### config.mk
export PLATFORM = sky130hd
export DESIGN_NAME = dmem_router_flat
export DESIGN_NICKNAME = d
export VERILOG_FILES = /design/src/rtl/dmem_router_if.sv /design/src/rtl/dmem_router.sv /design/src/flat_wrapper.sv
export SDC_FILE = /design/constraint.sdc
export NUM_CORES = 1
export LEC_CHECK = 0
export ABC_AREA = 1
export CAP_MARGIN = 20
export CORE_AREA = 5 5 119 121
export DETAILED_ROUTE_END_ITERATION = 8
export DIE_AREA = 0 0 124 126
export PLACE_DENSITY_LB_ADDON = 0.25
export SETUP_SLACK_MARGIN = 0.02
export SLEW_MARGIN = 20
export SYNTH_ARGS = -nofsm -noshare
export SYNTH_HDL_FRONTEND = slang
export SYNTH_SLANG_ARGS = --single-unit
### constraint.sdc
create_clock -name clk -period 0.95 [get_ports clk]
set_input_delay 0.19 -clock clk [delete_from_list [all_inputs] [get_ports clk]]
set_output_delay 0.19 -clock clk [all_outputs]
set_load 0.05 [all_outputs]
### src/rtl/dmem_router_if.sv
// dmem_router_if - core-side and slave-side data bus bundle for dmem_router
//
// Purpose: carries the core dmem port (m_*) and the fan-out to NSLV slaves (s_*).
// Note the polarity of names on this bus: *ready is the request, *valid is the accept.
// Modports:
//   slave  - router view: takes core requests, answers the core, drives slave requests
//   master - environment view (core + slaves): complement of slave
// Signals:
//   m_wready/m_waddr/m_wdata/m_wstrb  core write request, m_wvalid write accept
//   m_rready/m_raddr                  core read request, m_rvalid read accept
//   m_rresp/m_rdata                   read response, RLAT cycles after accept
//   s_wready/s_rready [NSLV]          per-slave requests, s_wvalid/s_rvalid accepts
//   s_waddr/s_wdata/s_wstrb/s_raddr   shared copies of the core request fields
//   s_rresp [NSLV], s_rdata [NSLV*32] per-slave response status and data
interface dmem_router_if #(
  parameter int NSLV = 2
);
  logic                 m_wready;
  logic                 m_wvalid;
  logic [31:0]          m_waddr;
  logic [31:0]          m_wdata;
  logic [3:0]           m_wstrb;
  logic                 m_rready;
  logic                 m_rvalid;
  logic [31:0]          m_raddr;
  logic                 m_rresp;
  logic [31:0]          m_rdata;
  logic [NSLV-1:0]      s_wready;
  logic [NSLV-1:0]      s_wvalid;
  logic [31:0]          s_waddr;
  logic [31:0]          s_wdata;
  logic [3:0]           s_wstrb;
  logic [NSLV-1:0]      s_rready;
  logic [NSLV-1:0]      s_rvalid;
  logic [31:0]          s_raddr;
  logic [NSLV-1:0]      s_rresp;
  logic [NSLV*32-1:0]   s_rdata;

  modport slave (
    input  m_wready, m_waddr, m_wdata, m_wstrb, m_rready, m_raddr,
    output m_wvalid, m_rvalid, m_rresp, m_rdata,
    output s_wready, s_waddr, s_wdata, s_wstrb, s_rready, s_raddr,
    input  s_wvalid, s_rvalid, s_rresp, s_rdata
  );

  modport master (
    output m_wready, m_waddr, m_wdata, m_wstrb, m_rready, m_raddr,
    input  m_wvalid, m_rvalid, m_rresp, m_rdata,
    input  s_wready, s_waddr, s_wdata, s_wstrb, s_rready, s_raddr,
    output s_wvalid, s_rvalid, s_rresp, s_rdata
  );
endinterface

### src/rtl/dmem_router.sv
// dmem_router - address-decoding data bus router from the core dmem port to NSLV slaves
//
// Purpose: decodes addr[SEL_HI:SEL_LO] against per-slave BASE codes on the write and read
// channels, forwards requests to the matching slave, tracks accepted reads through an
// RLAT-deep pipeline so the response is taken from the right slave, and flags unmapped
// accesses on dec_err.
// Optional feature: DMEM_ROUTER_ERR_CNT_EN adds err_cnt, a saturating count of dec_err pulses.
// Ports:
//   clk      clock
//   reset    asynchronous active-high reset
//   bus      dmem_router_if.slave (core side m_*, slave side s_*)
//   dec_err  one-cycle pulse the cycle after an accepted unmapped read and/or write
//   err_cnt  [15:0] saturating dec_err count (only with DMEM_ROUTER_ERR_CNT_EN)
module dmem_router #(
  parameter int NSLV = 2,
  parameter int SEL_HI = 31,
  parameter int SEL_LO = 28,
  parameter logic [NSLV*(SEL_HI-SEL_LO+1)-1:0] BASE = {4'hC, 4'h0},
  parameter int DEFAULT_SLV = NSLV,
  parameter int RLAT = 1
) (
  input  logic          clk,
  input  logic          reset,
  dmem_router_if.slave  bus,
  output logic          dec_err
`ifdef DMEM_ROUTER_ERR_CNT_EN
  ,
  output logic [15:0]   err_cnt
`endif
);
  localparam int SW = SEL_HI - SEL_LO + 1;
  localparam int IW = (NSLV > 1) ? $clog2(NSLV) : 1;

  // One-hot hit vector; descending scan lets the lowest matching index win.
  // An empty result after the fallback means the access is unmapped.
  function automatic logic [NSLV-1:0] decode(input logic [SW-1:0] sel);
    logic [NSLV-1:0] h;
    h = '0;
    for (int i = NSLV - 1; i >= 0; i--) begin
      if (sel == BASE[i*SW +: SW]) begin
        h    = '0;
        h[i] = 1'b1;
      end
    end
    if (h == '0) begin
      for (int i = 0; i < NSLV; i++) begin
        if (i == DEFAULT_SLV) h[i] = 1'b1;
      end
    end
    return h;
  endfunction

  function automatic logic [IW-1:0] to_idx(input logic [NSLV-1:0] h);
    logic [IW-1:0] r;
    r = '0;
    for (int i = 0; i < NSLV; i++) begin
      if (h[i]) r = IW'(i);
    end
    return r;
  endfunction

  logic [NSLV-1:0] hit_w, hit_r;
  logic            w_err, r_err, r_acc;

  assign hit_w = decode(bus.m_waddr[SEL_HI:SEL_LO]);
  assign hit_r = decode(bus.m_raddr[SEL_HI:SEL_LO]);
  assign w_err = ~|hit_w;
  assign r_err = ~|hit_r;

  assign bus.s_waddr  = bus.m_waddr;
  assign bus.s_wdata  = bus.m_wdata;
  assign bus.s_wstrb  = bus.m_wstrb;
  assign bus.s_raddr  = bus.m_raddr;
  assign bus.s_wready = {NSLV{bus.m_wready}} & hit_w;
  assign bus.s_rready = {NSLV{bus.m_rready}} & hit_r;
  // Unmapped requests are accepted immediately so the core never stalls on them.
  assign bus.m_wvalid = w_err | (|(bus.s_wvalid & hit_w));
  assign bus.m_rvalid = r_err | (|(bus.s_rvalid & hit_r));
  assign r_acc        = bus.m_rready & bus.m_rvalid;

  // Read tracking pipeline: stage 0 captures the accept, stage RLAT-1 drives the response.
  logic [RLAT-1:0] pv;
  logic [RLAT-1:0] pe;
  logic [IW-1:0]   pidx [RLAT];

  always_ff @(posedge clk or posedge reset) begin
    if (reset) begin
      pv      <= '0;
      pe      <= '0;
      dec_err <= 1'b0;
      for (int k = 0; k < RLAT; k++) pidx[k] <= '0;
    end else begin
      pv[0]   <= r_acc;
      pe[0]   <= r_err;
      pidx[0] <= to_idx(hit_r);
      for (int k = 1; k < RLAT; k++) begin
        pv[k]   <= pv[k-1];
        pe[k]   <= pe[k-1];
        pidx[k] <= pidx[k-1];
      end
      // An unmapped request is always accepted, so request implies accept here.
      dec_err <= (bus.m_wready & w_err) | (bus.m_rready & r_err);
    end
  end

  logic [IW-1:0] oidx;
  assign oidx = pidx[RLAT-1];

  always_comb begin
    bus.m_rdata = '0;
    bus.m_rresp = 1'b1;
    if (pv[RLAT-1]) begin
      if (pe[RLAT-1]) begin
        bus.m_rresp = 1'b0;
      end else begin
        bus.m_rdata = bus.s_rdata[32*oidx +: 32];
        bus.m_rresp = bus.s_rresp[oidx];
      end
    end
  end

`ifdef DMEM_ROUTER_ERR_CNT_EN
  always_ff @(posedge clk or posedge reset) begin
    if (reset) begin
      err_cnt <= '0;
    end else if (dec_err && (err_cnt != 16'hFFFF)) begin
      err_cnt <= err_cnt + 16'd1;
    end
  end
`endif
endmodule
### src/flat_wrapper.sv
// flat-port wrapper written by rule: the top's interface ports become plain ports
module dmem_router_flat 
#(
  parameter int NSLV = 2,
  parameter int SEL_HI = 31,
  parameter int SEL_LO = 28,
  parameter logic [NSLV*(SEL_HI-SEL_LO+1)-1:0] BASE = {4'hC, 4'h0},
  parameter int DEFAULT_SLV = NSLV,
  parameter int RLAT = 1
)
  (clk, reset, dec_err, bus_m_wready, bus_m_waddr, bus_m_wdata, bus_m_wstrb, bus_m_rready, bus_m_raddr, bus_m_wvalid, bus_m_rvalid, bus_m_rresp, bus_m_rdata, bus_s_wready, bus_s_waddr, bus_s_wdata, bus_s_wstrb, bus_s_rready, bus_s_raddr, bus_s_wvalid, bus_s_rvalid, bus_s_rresp, bus_s_rdata);
  dmem_router_if #(.NSLV(NSLV)) bus_i ();
  input  logic clk;
  input  logic reset;
  output logic dec_err;
  input wire logic [$bits(bus_i.m_wready)-1:0] bus_m_wready;
  input wire logic [$bits(bus_i.m_waddr)-1:0] bus_m_waddr;
  input wire logic [$bits(bus_i.m_wdata)-1:0] bus_m_wdata;
  input wire logic [$bits(bus_i.m_wstrb)-1:0] bus_m_wstrb;
  input wire logic [$bits(bus_i.m_rready)-1:0] bus_m_rready;
  input wire logic [$bits(bus_i.m_raddr)-1:0] bus_m_raddr;
  output wire logic [$bits(bus_i.m_wvalid)-1:0] bus_m_wvalid;
  output wire logic [$bits(bus_i.m_rvalid)-1:0] bus_m_rvalid;
  output wire logic [$bits(bus_i.m_rresp)-1:0] bus_m_rresp;
  output wire logic [$bits(bus_i.m_rdata)-1:0] bus_m_rdata;
  output wire logic [$bits(bus_i.s_wready)-1:0] bus_s_wready;
  output wire logic [$bits(bus_i.s_waddr)-1:0] bus_s_waddr;
  output wire logic [$bits(bus_i.s_wdata)-1:0] bus_s_wdata;
  output wire logic [$bits(bus_i.s_wstrb)-1:0] bus_s_wstrb;
  output wire logic [$bits(bus_i.s_rready)-1:0] bus_s_rready;
  output wire logic [$bits(bus_i.s_raddr)-1:0] bus_s_raddr;
  input wire logic [$bits(bus_i.s_wvalid)-1:0] bus_s_wvalid;
  input wire logic [$bits(bus_i.s_rvalid)-1:0] bus_s_rvalid;
  input wire logic [$bits(bus_i.s_rresp)-1:0] bus_s_rresp;
  input wire logic [$bits(bus_i.s_rdata)-1:0] bus_s_rdata;
  assign bus_i.m_wready = bus_m_wready;
  assign bus_i.m_waddr = bus_m_waddr;
  assign bus_i.m_wdata = bus_m_wdata;
  assign bus_i.m_wstrb = bus_m_wstrb;
  assign bus_i.m_rready = bus_m_rready;
  assign bus_i.m_raddr = bus_m_raddr;
  assign bus_m_wvalid = bus_i.m_wvalid;
  assign bus_m_rvalid = bus_i.m_rvalid;
  assign bus_m_rresp = bus_i.m_rresp;
  assign bus_m_rdata = bus_i.m_rdata;
  assign bus_s_wready = bus_i.s_wready;
  assign bus_s_waddr = bus_i.s_waddr;
  assign bus_s_wdata = bus_i.s_wdata;
  assign bus_s_wstrb = bus_i.s_wstrb;
  assign bus_s_rready = bus_i.s_rready;
  assign bus_s_raddr = bus_i.s_raddr;
  assign bus_i.s_wvalid = bus_s_wvalid;
  assign bus_i.s_rvalid = bus_s_rvalid;
  assign bus_i.s_rresp = bus_s_rresp;
  assign bus_i.s_rdata = bus_s_rdata;
  dmem_router #(.NSLV(NSLV), .SEL_HI(SEL_HI), .SEL_LO(SEL_LO), .BASE(BASE), .DEFAULT_SLV(DEFAULT_SLV), .RLAT(RLAT)) u_core (.clk(clk), .reset(reset), .bus(bus_i), .dec_err(dec_err));
endmodule
==> reports/results.txt <==
failing checks: setup timing
# rows: 42
placed inst area: 3300 sq um
Initial Util: 0.130
Post-DRT Antenna Nets: 0
I/O Pins: 314
Worst VDD drop: 0.368 mV
Buf/Inv on CP: 3
Net Switching: 728 uW
clock sinks: 4
pin count of the biggest net entering global routing: 11
# H-tree levels: 1
PnR Total Power: 2130 uW
crit path DAT: 1370 ps
setup ws final: -613 ps
switch share: 0.341
cell count after synthesis: 248
#FFs+latches synth: 4
commonest non-fill, non-tap cell in the layout: clkdlybuf4s50_1
most used cells in the layout excluding fill and tap cells: clkdlybuf4s50_1 (67), buf_12 (49), nor2_2 (39)
Slew Limit Fails: 0
Max-cap violations: 0
status: finished with violations
Avg Inst Size Synth: 6.82 sq um
core area: 13,000 sq um
drt wl/cell: 16.6 microns
mapped cell area: 1690 sq um
root buf cell: clkbuf_16
Layout area overhead: 123%
vias in the first global route: 1,831
share of cells above drive strength 1: 0.651
Final Core Density: 0.291
GRT Max-Usage Layer: met2
Unique masters post-synth: 18
HPWL Detailed: 6290 microns
final hold slack: 152 ps
TritonCTS Buffers: 3
Fin. Hold Viols: 0
worst slew pin tran: 217 ps
Static Leak: 0.00143 uW
Die X: 124 microns
Worst Setup Start Kind: flop
yosys warns: 0
Initial DRT Pass Iterations: 2
setup TNS: -20,020 ps
CTS clk-pin slew, worst paths: 30 ps
CTS tree: done
CTS Hold Bufs: 0
RSZ-0062 raised after global routing: true
global-route wire length before repair: 11,000 microns
global-route met1 utilization: 0.0820
Overall Global Routing Usage: 0.0909
grt met2 use: 0.168
die area: 15,600 sq um
fin crit share: 1.64
Largest delay share family, worst path: buffers and inverters
Port Buf Inserts: 129
critical path peak fanout: 7
Flop pwr share: 0.090
gr ovfl total: 0
Clk network pwr share: 0.307
Min Clock Period, post-route: 1560 ps
routed vias: 1,738
initial antenna violation count: 0
Layout Nets: 480
Setup Viol. Count Final: 40
sequential share of the synthesized area: 0.0592
Rel. slew slack: 0.855
worst endpoint required time: 760 ps
DR DRC count: 0
Initial DRC Count: 25
Int Power: 1410 uW
power share of the combinational group: 0.603
worst min path class: in2async
fmax: 640 MHz
final cell area excluding filler cells: 3770 sq um
crit-path cells: buf_12 -> buf_8 -> nor2_1 -> nor3_4 -> buf_12
vias per cell: 3.62
PwrDens: 566 nW/um^2
Syn Nets: 422
diode count: 0
drt total wl: 7950 microns
CP Capture Type: output port
CP max stage delay: 420 ps
Max stage delay cell, worst path: dfrtp_2
die height: 126 microns
met3 GRT Util: 0.0525
Bufs on Longest Clock Path: 2
type of the worst setup path: reg2out
CP most frequent cell: buf_12
GP Congestion: 0.729
[power by group through the flow]
stage               Clock, uW  Sequential (uW)  Combinational (uW)
floorplan                   0              199                1540
global placement            0              191                1160
detailed placement          0              191                1160
CTS                       669              194                1260
global route              680              194                1360
finish                    655              193                1290
[final cells by class]
cell class	instances	area (sq um)
clock buffers	3	75.1
repair inverters	4	56.3
inverters	11	57.6
flip-flops and latches	4	103
well taps	176	220
repair buffers	159	2090
fillers	1377	9210
multi-input cells	123	1170
[metrics by stage]
step,cells,setup slack [ps]
after detailed placement,465,-606
after floorplan,248,-433
final,480,-613
after global routing,480,-664
after global placement,465,-574
after CTS,478,-637
[synthesized netlist by cell type]
| library cell | instances | share of area |
|---|---|---|
| buf_4 | 100 | 0.44 |
| nor2_1 | 69 | 0.15 |
| nor3_2 | 29 | 0.17 |
| inv_1 | 10 | 0.022 |
| nand2_1 | 10 | 0.022 |
| nand3_1 | 5 | 0.015 |
| buf_6 | 4 | 0.027 |
| dfrtp_1 | 4 | 0.059 |
| buf_12 | 3 | 0.036 |
| buf_2 | 3 | 0.0089 |
| nand4_1 | 2 | 0.0074 |
| nor3_1 | 2 | 0.0059 |
| o21ai_0 | 2 | 0.0059 |
| a21oi_1 | 1 | 0.0030 |
| inv_8 | 1 | 0.0067 |
| nand3_2 | 1 | 0.0059 |
| nor2_2 | 1 | 0.0037 |
| o21ai_1 | 1 | 0.0030 |
[registers in the layout, summed over array words and instances, names as in the netlist]
name            flops
u_core.pv           1
u_core.pe           1
u_core.dec_err      1
u_core.oidx         1
[layer usage]
| layer | up-vias | routed length [microns] |
|---|---|---|
| met3 | 30 | 1270 |
| met5 | - | 0 |
| li1 | 792 | - |
| met2 | 152 | 4180 |
| met4 | 0 | 179 |
| met1 | 764 | 2310 |
[what timing repair did]
action,CTS,global route
endpoints found under the setup margin,52,42
pin swaps,31,31
gates resized for setup,104,31
buffers inserted,5,2
gates cloned,5,2
[logic make-up after synthesis]
group | share of synthesized area
buffers and inverters | 0.544
DFF | 0.0592
AOI/OAI and AO/OA | 0.0118
and+or+nand+nor | 0.385
[worst max path at each step]
stage                                from         endpoint  slack, ps  cells past startpoint
after floorplan               u_core.oidx  bus_m_rdata[10]       -430                      5
after global placement    bus_m_waddr[29]     bus_m_wvalid       -570                      6
after CTS                     u_core.oidx  bus_m_rdata[10]       -640                      5
after global routing          u_core.oidx   bus_m_rdata[6]       -660                      5
final                         u_core.oidx  bus_m_rdata[11]       -610                      5
after detailed placement  bus_m_waddr[29]     bus_m_wvalid       -610                      6
No activity file was read; power rests on OpenSTA's default activity.
